## src/rtl/axis_packet_source.sv

```systemverilog
// AXI-Stream traffic generator: on start, emits a burst of fixed-length packets
// whose payload counts up from a seed across the whole burst.
module axis_packet_source #(
  parameter int DATA_W     = 8,
  parameter int LEN_W      = 8,
  parameter int CNT_W      = 4,
  parameter int GAP_CYCLES = 2
) (
  input  logic              aclk,
  input  logic              areset,
  input  logic              start,
  input  logic [LEN_W-1:0]  pkt_len,
  input  logic [CNT_W-1:0]  num_pkts,
  input  logic [DATA_W-1:0] seed,
  input  logic              tready,
  output logic              tvalid,
  output logic [DATA_W-1:0] tdata,
  output logic              tlast,
  output logic              busy,
  output logic              done,
  output logic [CNT_W-1:0]  pkt_count
);

  localparam int GAP_W = (GAP_CYCLES > 1) ? $clog2(GAP_CYCLES) : 1;
  localparam logic [GAP_W-1:0] GAP_LAST = GAP_W'((GAP_CYCLES > 0) ? GAP_CYCLES - 1 : 0);

  typedef enum logic [1:0] {
    ST_IDLE = 2'd0,
    ST_SEND = 2'd1,
    ST_GAP  = 2'd2
  } state_t;

  state_t             state_r, state_nxt;
  logic [LEN_W-1:0]   len_r, len_nxt;
  logic [CNT_W-1:0]   num_r, num_nxt;
  logic [LEN_W-1:0]   beat_r, beat_nxt;
  logic [GAP_W-1:0]   gap_r, gap_nxt;
  logic [DATA_W-1:0]  data_nxt;
  logic [CNT_W-1:0]   cnt_nxt;
  logic               done_nxt;
  logic               valid_nxt;
  logic               last_nxt;
  logic               busy_nxt;

  // Next-state and next-output computation; every output is registered from these.
  always_comb begin
    state_nxt = state_r;
    len_nxt   = len_r;
    num_nxt   = num_r;
    beat_nxt  = beat_r;
    gap_nxt   = gap_r;
    data_nxt  = tdata;
    cnt_nxt   = pkt_count;
    done_nxt  = 1'b0;
    case (state_r)
      ST_IDLE: begin
        if (start) begin
          len_nxt   = pkt_len;
          num_nxt   = num_pkts;
          beat_nxt  = {LEN_W{1'b0}};
          cnt_nxt   = {CNT_W{1'b0}};
          data_nxt  = seed;
          state_nxt = ST_SEND;
        end else begin
          state_nxt = ST_IDLE;
        end
      end
      ST_SEND: begin
        // tvalid is always high in SEND, so tready alone marks a handshake
        if (tready) begin
          data_nxt = tdata + DATA_W'(1);
          if (beat_r == len_r) begin
            beat_nxt = {LEN_W{1'b0}};
            cnt_nxt  = pkt_count + CNT_W'(1);
            if (pkt_count == num_r) begin
              state_nxt = ST_IDLE;
              done_nxt  = 1'b1;
            end else if (GAP_CYCLES > 0) begin
              state_nxt = ST_GAP;
              gap_nxt   = {GAP_W{1'b0}};
            end else begin
              state_nxt = ST_SEND;
            end
          end else begin
            beat_nxt = beat_r + LEN_W'(1);
          end
        end else begin
          state_nxt = ST_SEND;
        end
      end
      ST_GAP: begin
        if (gap_r == GAP_LAST) begin
          state_nxt = ST_SEND;
        end else begin
          gap_nxt = gap_r + GAP_W'(1);
        end
      end
      default: begin
        state_nxt = ST_IDLE;
      end
    endcase
    valid_nxt = (state_nxt == ST_SEND);
    busy_nxt  = (state_nxt != ST_IDLE);
    last_nxt  = (state_nxt == ST_SEND) && (beat_nxt == len_nxt);
  end

  // State, latched configuration and registered outputs.
  always_ff @(posedge aclk or posedge areset) begin
    if (areset) begin
      state_r   <= ST_IDLE;
      len_r     <= {LEN_W{1'b0}};
      num_r     <= {CNT_W{1'b0}};
      beat_r    <= {LEN_W{1'b0}};
      gap_r     <= {GAP_W{1'b0}};
      tvalid    <= 1'b0;
      tdata     <= {DATA_W{1'b0}};
      tlast     <= 1'b0;
      busy      <= 1'b0;
      done      <= 1'b0;
      pkt_count <= {CNT_W{1'b0}};
    end else begin
      state_r   <= state_nxt;
      len_r     <= len_nxt;
      num_r     <= num_nxt;
      beat_r    <= beat_nxt;
      gap_r     <= gap_nxt;
      tvalid    <= valid_nxt;
      tdata     <= data_nxt;
      tlast     <= last_nxt;
      busy      <= busy_nxt;
      done      <= done_nxt;
      pkt_count <= cnt_nxt;
    end
  end

endmodule

```

## config.mk

```make
export PLATFORM = sky130hd
export DESIGN_NAME = axis_packet_source
export DESIGN_NICKNAME = d
export VERILOG_FILES = /design/src/rtl/axis_packet_source.sv
export SDC_FILE = /design/constraint.sdc
export NUM_CORES = 1
export LEC_CHECK = 0
export CAP_MARGIN = 20
export CORE_MARGIN = 2
export CORE_UTILIZATION = 46
export CTS_CLUSTER_DIAMETER = 100
export DETAILED_ROUTE_END_ITERATION = 12
export PLACE_DENSITY = 0.77
export SLEW_MARGIN = 20
export SYNTH_ARGS = -nofsm -noshare
export SYNTH_HDL_FRONTEND = slang
export SYNTH_SLANG_ARGS = --single-unit
export TNS_END_PERCENT = 50
```

## constraint.sdc

```tcl
create_clock -name aclk -period 2.3 [get_ports aclk]
set_clock_uncertainty 0.1 [all_clocks]
set_input_delay 0.46 -clock aclk [delete_from_list [all_inputs] [get_ports aclk]]
set_output_delay 0.46 -clock aclk [all_outputs]
set_load 0.005 [all_outputs]
```

==> results.tsv, run 1 <==
stage	metric	value	unit
status	status	finished clean	
synthesis	XOR/XNOR Fraction of Synth Area	7.718	%
die	Boundary Pins	40	
synthesis	Synth Area in Simple Gates	19.82	%
worst_hold_path	HP Class	register to register	
clocking	Worst-Skew Late Latency	0.30	ns
synthesis	register area share after synthesis	43.31	%
sta	Setup TNS	0	ns
detailed_routing	vias	2049	
synthesis	fraction of synthesized area in multiplexers	6.274	%
power	LEAKAGE	1.308	nW
job	# Max-Cap Violations	0	
clocking	H-tree levels	2	
synthesis	adder-cell area share of the yosys netlist	1.666	%
grt	first-pass GRT wire length	9018	um
placement	pre-CTS WS	-0.2843	ns
worst_setup_path	critical path class	register to register	
worst_setup_path	Critical Path Source Type	register	
synthesis	Synth Flop Type	dfrtp_1	
power	Pwr Density	1290	nW/um2
detailed_routing	Antenna Nets Post-Route	0	
grt	initial antenna violation count	0	
detailed_routing	DR WL/cell	15.02	um
sta	Max Freq	435.7	MHz
grt	vias in the first global route	1956	
detailed_routing	Routed WL	5646	um
worst_setup_path	CP Data Arrival Time	2.41	ns
clocking	cts bufs inserted	5	
sta	share of the clock period used by the worst path after layout	99.78	%
synthesis	Distinct cells, synth	47	
sta	max-slew violations	0	
worst_hold_path	hold wc startpoint	num_r[0]	
sta	post-layout min period	2.295	ns
worst_setup_path	reg2reg setup slack	0.005	ns
die	Cell Rows	25	
sta	final setup fails	0	
layout	ant diodes	0	
detailed_routing	initial DRC count	178	
clocking	Num Clock Sinks	39	
layout	Area Overhead vs Synth	35.31	%
synthesis	compound-gate portion of the synthesized area	15.71	%
synthesis	ys async rst share	100.0	%
sta	Slew Limit Headroom	67.23	%
layout	layout cells sized above 1	22.98	%
placement	detailed placement HPWL	3956	um
clocking	clk slew on worst S/H paths	0.08	ns
power	peak supply drop	0.0006975	V
worst_setup_path	CP Data Required Time	2.41	ns
grt	total track usage	21.70	%
worst_setup_path	critical path startpoint	beat_r[7]	
layout	nets	335	
synthesis	synth warn	0	
grt	GR Overflow Total	0	
grt	largest net degree at the start of global routing	40	
worst_setup_path	RR Endpoint	tlast	
worst_hold_path	Hold Path End	num_r[0]	
synthesis	synthesized flop and latch total	39	
worst_setup_path	Crit. End Element	register	
worst_setup_path	crit-path max FO	8	
die	Core Area	4723	um2
synthesis	cell count after synthesis	236	
clocking	hold bufs inserted after CTS	0	
worst_setup_path	worst r2r src	beat_r[7]	
synthesis	post-synth top area share	43.31	%
synthesis	synthesized area	2253	um2
sta	post-route setup slack	0.004992	ns
synthesis	Synth Net Count	263	
synthesis	largest family of logic cells by synthesized area	simple AND/OR/NAND/NOR gates	
synthesis	Synth area leader	dfrtp_1	
sta	Worst-Margin Slew	0.4915	ns
sta	RSZ-0062 raised after global routing	true	
detailed_routing	vias per inst	5.449	
power	Tot Pwr	3.935	mW
worst_hold_path	cell count of the worst hold path	1	
clocking	CTS tree	yes	
synthesis	Syn Area/Cell	9.548	um2
sta	final hold viol count	0	
worst_setup_path	Worst R2R Path Depth	8	
placement	Port Buffers	39	
placement	routability cong.	0.9073	
synthesis	Area contributors post-synth	dfrtp_1, mux2_2, xor2_1	
synthesis	Post-synth EDFFs	0	
clocking	CTS root buffer	clkbuf_8	
die	Die Height	73.99	um
clocking	Clock Tree Buf Depth	2	
die	die area	5475	um2
detailed_routing	DRC	0	
die	Die X	73.99	um
detailed_routing	DR pass1 iterations	4	
die	initial cell density of the core	47.71	%
==> area by class of cell <==
type	instances	area [um2]
multi-input cells	171	1165
inverters	12	45.04
clock buffers	6	72.57
repair buffers	79	694.4
clock inverters	2	12.51
flip-flops and latches	39	975.9
well taps	67	83.83
fillers	399	1674
==> synthesized netlist by cell type, types with 3 or more instances <==
cell / instances
clkbuf_1: 5
and3_1: 4
a21oi_1: 17
nand3_1: 15
dfrtp_1: 39
mux2i_1: 4
nor2_1: 18
o21ai_0: 12
ha_1: 3
nor3_1: 4
inv_1: 12
o22ai_1: 4
nand4_1: 6
a22oi_1: 4
mux2_2: 9
buf_2: 6
a31oi_1: 3
xor2_1: 11
xnor2_1: 7
nand2_1: 19
==> cells in the final DEF, fill, tap and decap left out, drive strengths merged, types with 2 or more instances in the layout <==
master         synthesis  layout
and3                   4       4
xnor2                  7       7
a22o                   3       3
a22oi                  4       4
nand3b                 2       2
nand3                 15      15
a31oi                  3       3
xor2                  12      12
a21oi                 18      18
nand4                  6       6
mux2                   9       9
a2bb2oi                2       2
o21ai                 12      12
clkbuf                 5       6
nand2b                 2       2
mux2i                  4       4
or2                    2       2
dfrtp                 39      39
nor3                   4       4
ha                     3       3
nand2                 19      19
nor4                   4       4
buf                    9      40
o22ai                  4       4
clkdlybuf4s50          0      39
a21o                   2       2
inv                   12      12
nor2                  18      18
o211ai                 2       2
==> worst max-delay path, cell delays in order (launching register included) <==
cell	delay, ns
dfrtp_1	0.41
xor2_1	0.20
nor4_4	0.42
a21oi_2	0.12
buf_4	0.18
a21o_1	0.15
a22o_2	0.22
xor2_1	0.19
nor4_2	0.21
==> per-layer routing <==
layer | up-vias | GRT usage, % | share of wire, %
met5 | - | 0 | 0
met4 | 0 | 10.51 | 3.8
met3 | 22 | 4.201 | 6.5
met2 | 81 | 34.03 | 47
met1 | 960 | 29.01 | 42
li1 | 986 | - | -
==> sequential cells by signal, summed over array words and instances, names as in the netlist <==
signal / cells
len_r: 8
beat_r: 8
tvalid: 1
busy: 1
done: 1
num_r: 4
tlast: 1
state_r: 2
gap_r: 1
pkt_count: 4
tdata: 8
==> worst max path at each step <==
stage / depth (start not counted) / to
final: 8 / tlast
after global routing: 9 / tlast
after CTS: 8 / tlast
after detailed placement: 8 / tlast
after global placement: 8 / tlast
after floorplan: 7 / tlast
==> power by group <==
part           switching [mW]  internal [mW]  total, mW
Combinational            1.09           1.14       2.23
Sequential              0.277          0.971       1.25
Clock                   0.249          0.212      0.461
==> through the flow <==
| stage | instance area (um2) | hold slack [ns] | util [%] | cells |
|---|---|---|---|---|
| final | 3049 | 0.4333 | 64.56 | 376 |
| after global routing | 3049 | 0.4474 | 64.56 | 376 |
| after CTS | 3038 | 0.4376 | 64.32 | 376 |
| after detailed placement | 2934 | 0.4213 | 62.12 | 366 |
| after global placement | 2934 | 0.4067 | 62.12 | 366 |
| after floorplan | 2253 | 0.3797 | - | 236 |
==> what timing repair did <==
| item | in CTS | in global routing |
|---|---|---|
| pin swaps | 1 | 2 |
| resized for setup | 1 | 5 |
| setup buffers | 2 | 0 |
| setup endpoints to repair | 1 | 3 |
==> cell families (layout without fill, tap and decap cells) <==
group	count (synthesis)	count (layout)
buffers and inverters	26	99
XOR/XNOR	19	19
multiplexers	13	13
AO/OA/AOI/OAI	55	55
adder cells (fa/ha/maj)	3	3
AND/OR/NAND/NOR	81	81
flip-flops	39	39
(Power assumes the default switching activity.)
==> run 2, diff against run 1 <==
ABC_AREA = 0   (was unset)
CORE_MARGIN = unset   (was 2)
CTS_CLUSTER_SIZE = 20   (was unset)
==> results.tsv, run 2 (synthesized netlist as in run 1, its figures left out) <==
stage	metric	value	unit	change
worst_hold_path	hold wc startpoint	num_r[0]		
layout	nets	337		+0.60%
clocking	H-tree levels	2		unchanged
sta	final setup fails	0		unchanged
detailed_routing	DR pass1 iterations	4		unchanged
grt	initial antenna violation count	0		unchanged
sta	share of the clock period used by the worst path after layout	97.94	%	-1.8 points
worst_setup_path	CP cell instances	xor2_1 -> nor4_4 -> a21oi_2 -> buf_4 -> a21o_1 -> a22o_2 -> xor2_1 -> nor4_2		
sta	Worst-Margin Slew	0.4953	ns	+0.003815 ns
worst_setup_path	Critical Path Source Type	register		
worst_setup_path	max incr delay on CP	0.42	ns	about the same
status	status	finished clean		
clocking	Worst-Skew Late Latency	0.29	ns	about the same
clocking	CTS root buffer	clkbuf_8		
worst_setup_path	worst r2r src	beat_r[0]		
die	initial cell density of the core	47.71	%	unchanged
grt	vias in the first global route	1944		-0.61%
power	LEAKAGE	1.332	nW	+1.8%
detailed_routing	Routed WL	5480	um	-2.9%
placement	Port Buffers	39		unchanged
clocking	clk slew on worst S/H paths	0.08	ns	about the same
worst_setup_path	slowest stage cell, crit path	dfrtp_1		
grt	GR Overflow Total	0		unchanged
worst_setup_path	Buf+Inv Stages, Crit Path	1		unchanged
worst_setup_path	reg2reg setup slack	0.05	ns	+0.04 ns
die	Core Area	4723	um2	unchanged
worst_hold_path	HP Class	register to register		
detailed_routing	vias per inst	5.352		-1.8%
layout	Top Registers	beat_r x8, len_r x8, tdata x8		
die	Cell Rows	25		unchanged
worst_setup_path	crit-path max FO	9		+1
worst_setup_path	Worst R2R Path Depth	8		unchanged
clocking	Num Clock Sinks	39		unchanged
worst_setup_path	CP Data Required Time	2.40	ns	about the same
detailed_routing	Antenna Nets Post-Route	0		unchanged
layout	Area Overhead vs Synth	37.76	%	
sta	Max Freq	443.9	MHz	+1.9%
worst_setup_path	most frequent cell on the critical path	xor2_1		
layout	ant diodes	0		unchanged
worst_hold_path	Hold Path End	num_r[0]		
die	die area	5183	um2	-5.3%
power	Pwr Density	1279	nW/um2	-0.89%
worst_setup_path	RR Endpoint	tlast		
sta	post-route setup slack	0.04736	ns	+0.04236 ns
die	Die X	71.99	um	-2.7%
job	# Max-Cap Violations	0		unchanged
sta	post-layout min period	2.253	ns	-0.04236 ns
detailed_routing	DRC	0		unchanged
layout	commonest non-fill, non-tap cell in the layout	buf_4		
sta	final hold viol count	0		unchanged
clocking	cts bufs inserted	5		unchanged
clocking	CTS tree	yes		
detailed_routing	initial DRC count	218		+22%
detailed_routing	vias	2023		-1.3%
die	Boundary Pins	40		unchanged
worst_setup_path	CP Data Arrival Time	2.35	ns	-0.06 ns
sta	max-slew violations	0		unchanged
worst_setup_path	critical path class	register to register		
placement	pre-CTS WS	-0.2580	ns	+0.02626 ns
grt	first-pass GRT wire length	8997	um	-0.23%
worst_hold_path	cell count of the worst hold path	1		unchanged
worst_setup_path	Crit. End Element	register		
layout	layout cells sized above 1	25.40	%	+2.4 points
clocking	hold bufs inserted after CTS	0		unchanged
power	Tot Pwr	3.970	mW	+0.90%
placement	detailed placement HPWL	3897	um	-1.5%
placement	Cell Area, Placed	2927	um2	-0.26%
clocking	Clock Tree Buf Depth	2		unchanged
die	Die Height	71.99	um	-2.7%
layout	Final Cell Area	3104	um2	+1.8%
power	peak supply drop	0.0007599	V	+9.0%
grt	largest net degree at the start of global routing	40		unchanged
detailed_routing	DR WL/cell	14.50	um	-3.5%
worst_setup_path	CP top delay family	simple AND/OR/NAND/NOR gates		
placement	routability cong.	0.9560		+5.4%
grt	total track usage	21.96	%	+0.26 points
layout	commonest non-fill, non-tap cells in the layout	buf_4, clkdlybuf4s50_1, dfrtp_1		
sta	Slew Limit Headroom	66.98	%	-0.25 points
layout	final core occ	65.72	%	+1.2 points
sta	Setup TNS	0	ns	unchanged
## run 2: changes by cell type in the layout (fill, tap and decap cells not counted), sizes merged
cell and delta:
buf +2, clkdlybuf4s50 -1, dlymetal6s2s +1
## run 2: layer usage
layer  part of all wire, %  GRT usage (%)  wire (um)  vias up
li1                      -              -          -      986
met1                    44          30.72       2435      962
met2                    49          35.85       2704       66
met3                   4.9          3.333        270        9
met4                   1.3          5.882         69        0
met5                     0              0          0        -
## run 2: per-stage QoR
step | hold slack, ns | std cells
floorplan | 0.3797 | 236
global placement | 0.4140 | 365
detailed placement | 0.4181 | 365
CTS | 0.4354 | 373
global route | 0.4557 | 378
finish | 0.4316 | 378
## run 2: how the worst max path moves through the flow
stage               endpoint        from  depth (start not counted)
global placement       tlast      tready                          8
finish                 tlast   beat_r[0]                          8
floorplan              tlast  state_r[1]                          7
global route           tlast      tready                          9
CTS                    tlast    len_r[4]                          8
detailed placement     tlast      tready                          8
## run 2: report_power, final
group / switching, mW / total (mW) / internal [mW] / leakage, nW
clock: 0.247 / 0.459 / 0.212 / 0.0412
sequential: 0.274 / 1.25 / 0.974 / 0.465
combinational: 1.09 / 2.26 / 1.18 / 0.825
total: 1.61 / 3.97 / 2.36 / 1.33
## run 2: cell type report
class	count	area [um2]
clock buffers	6	72.57
clock inverters	2	12.51
fillers	399	1619
inverters	12	45.04
multi-input cells	171	1195
flip-flops and latches	39	979.7
well taps	67	83.83
repair buffers	81	715.7
## run 2: timing repair
item,in CTS,in global routing
setup endpoints to repair,0,1
setup buffers,0,5
resized for setup,0,15
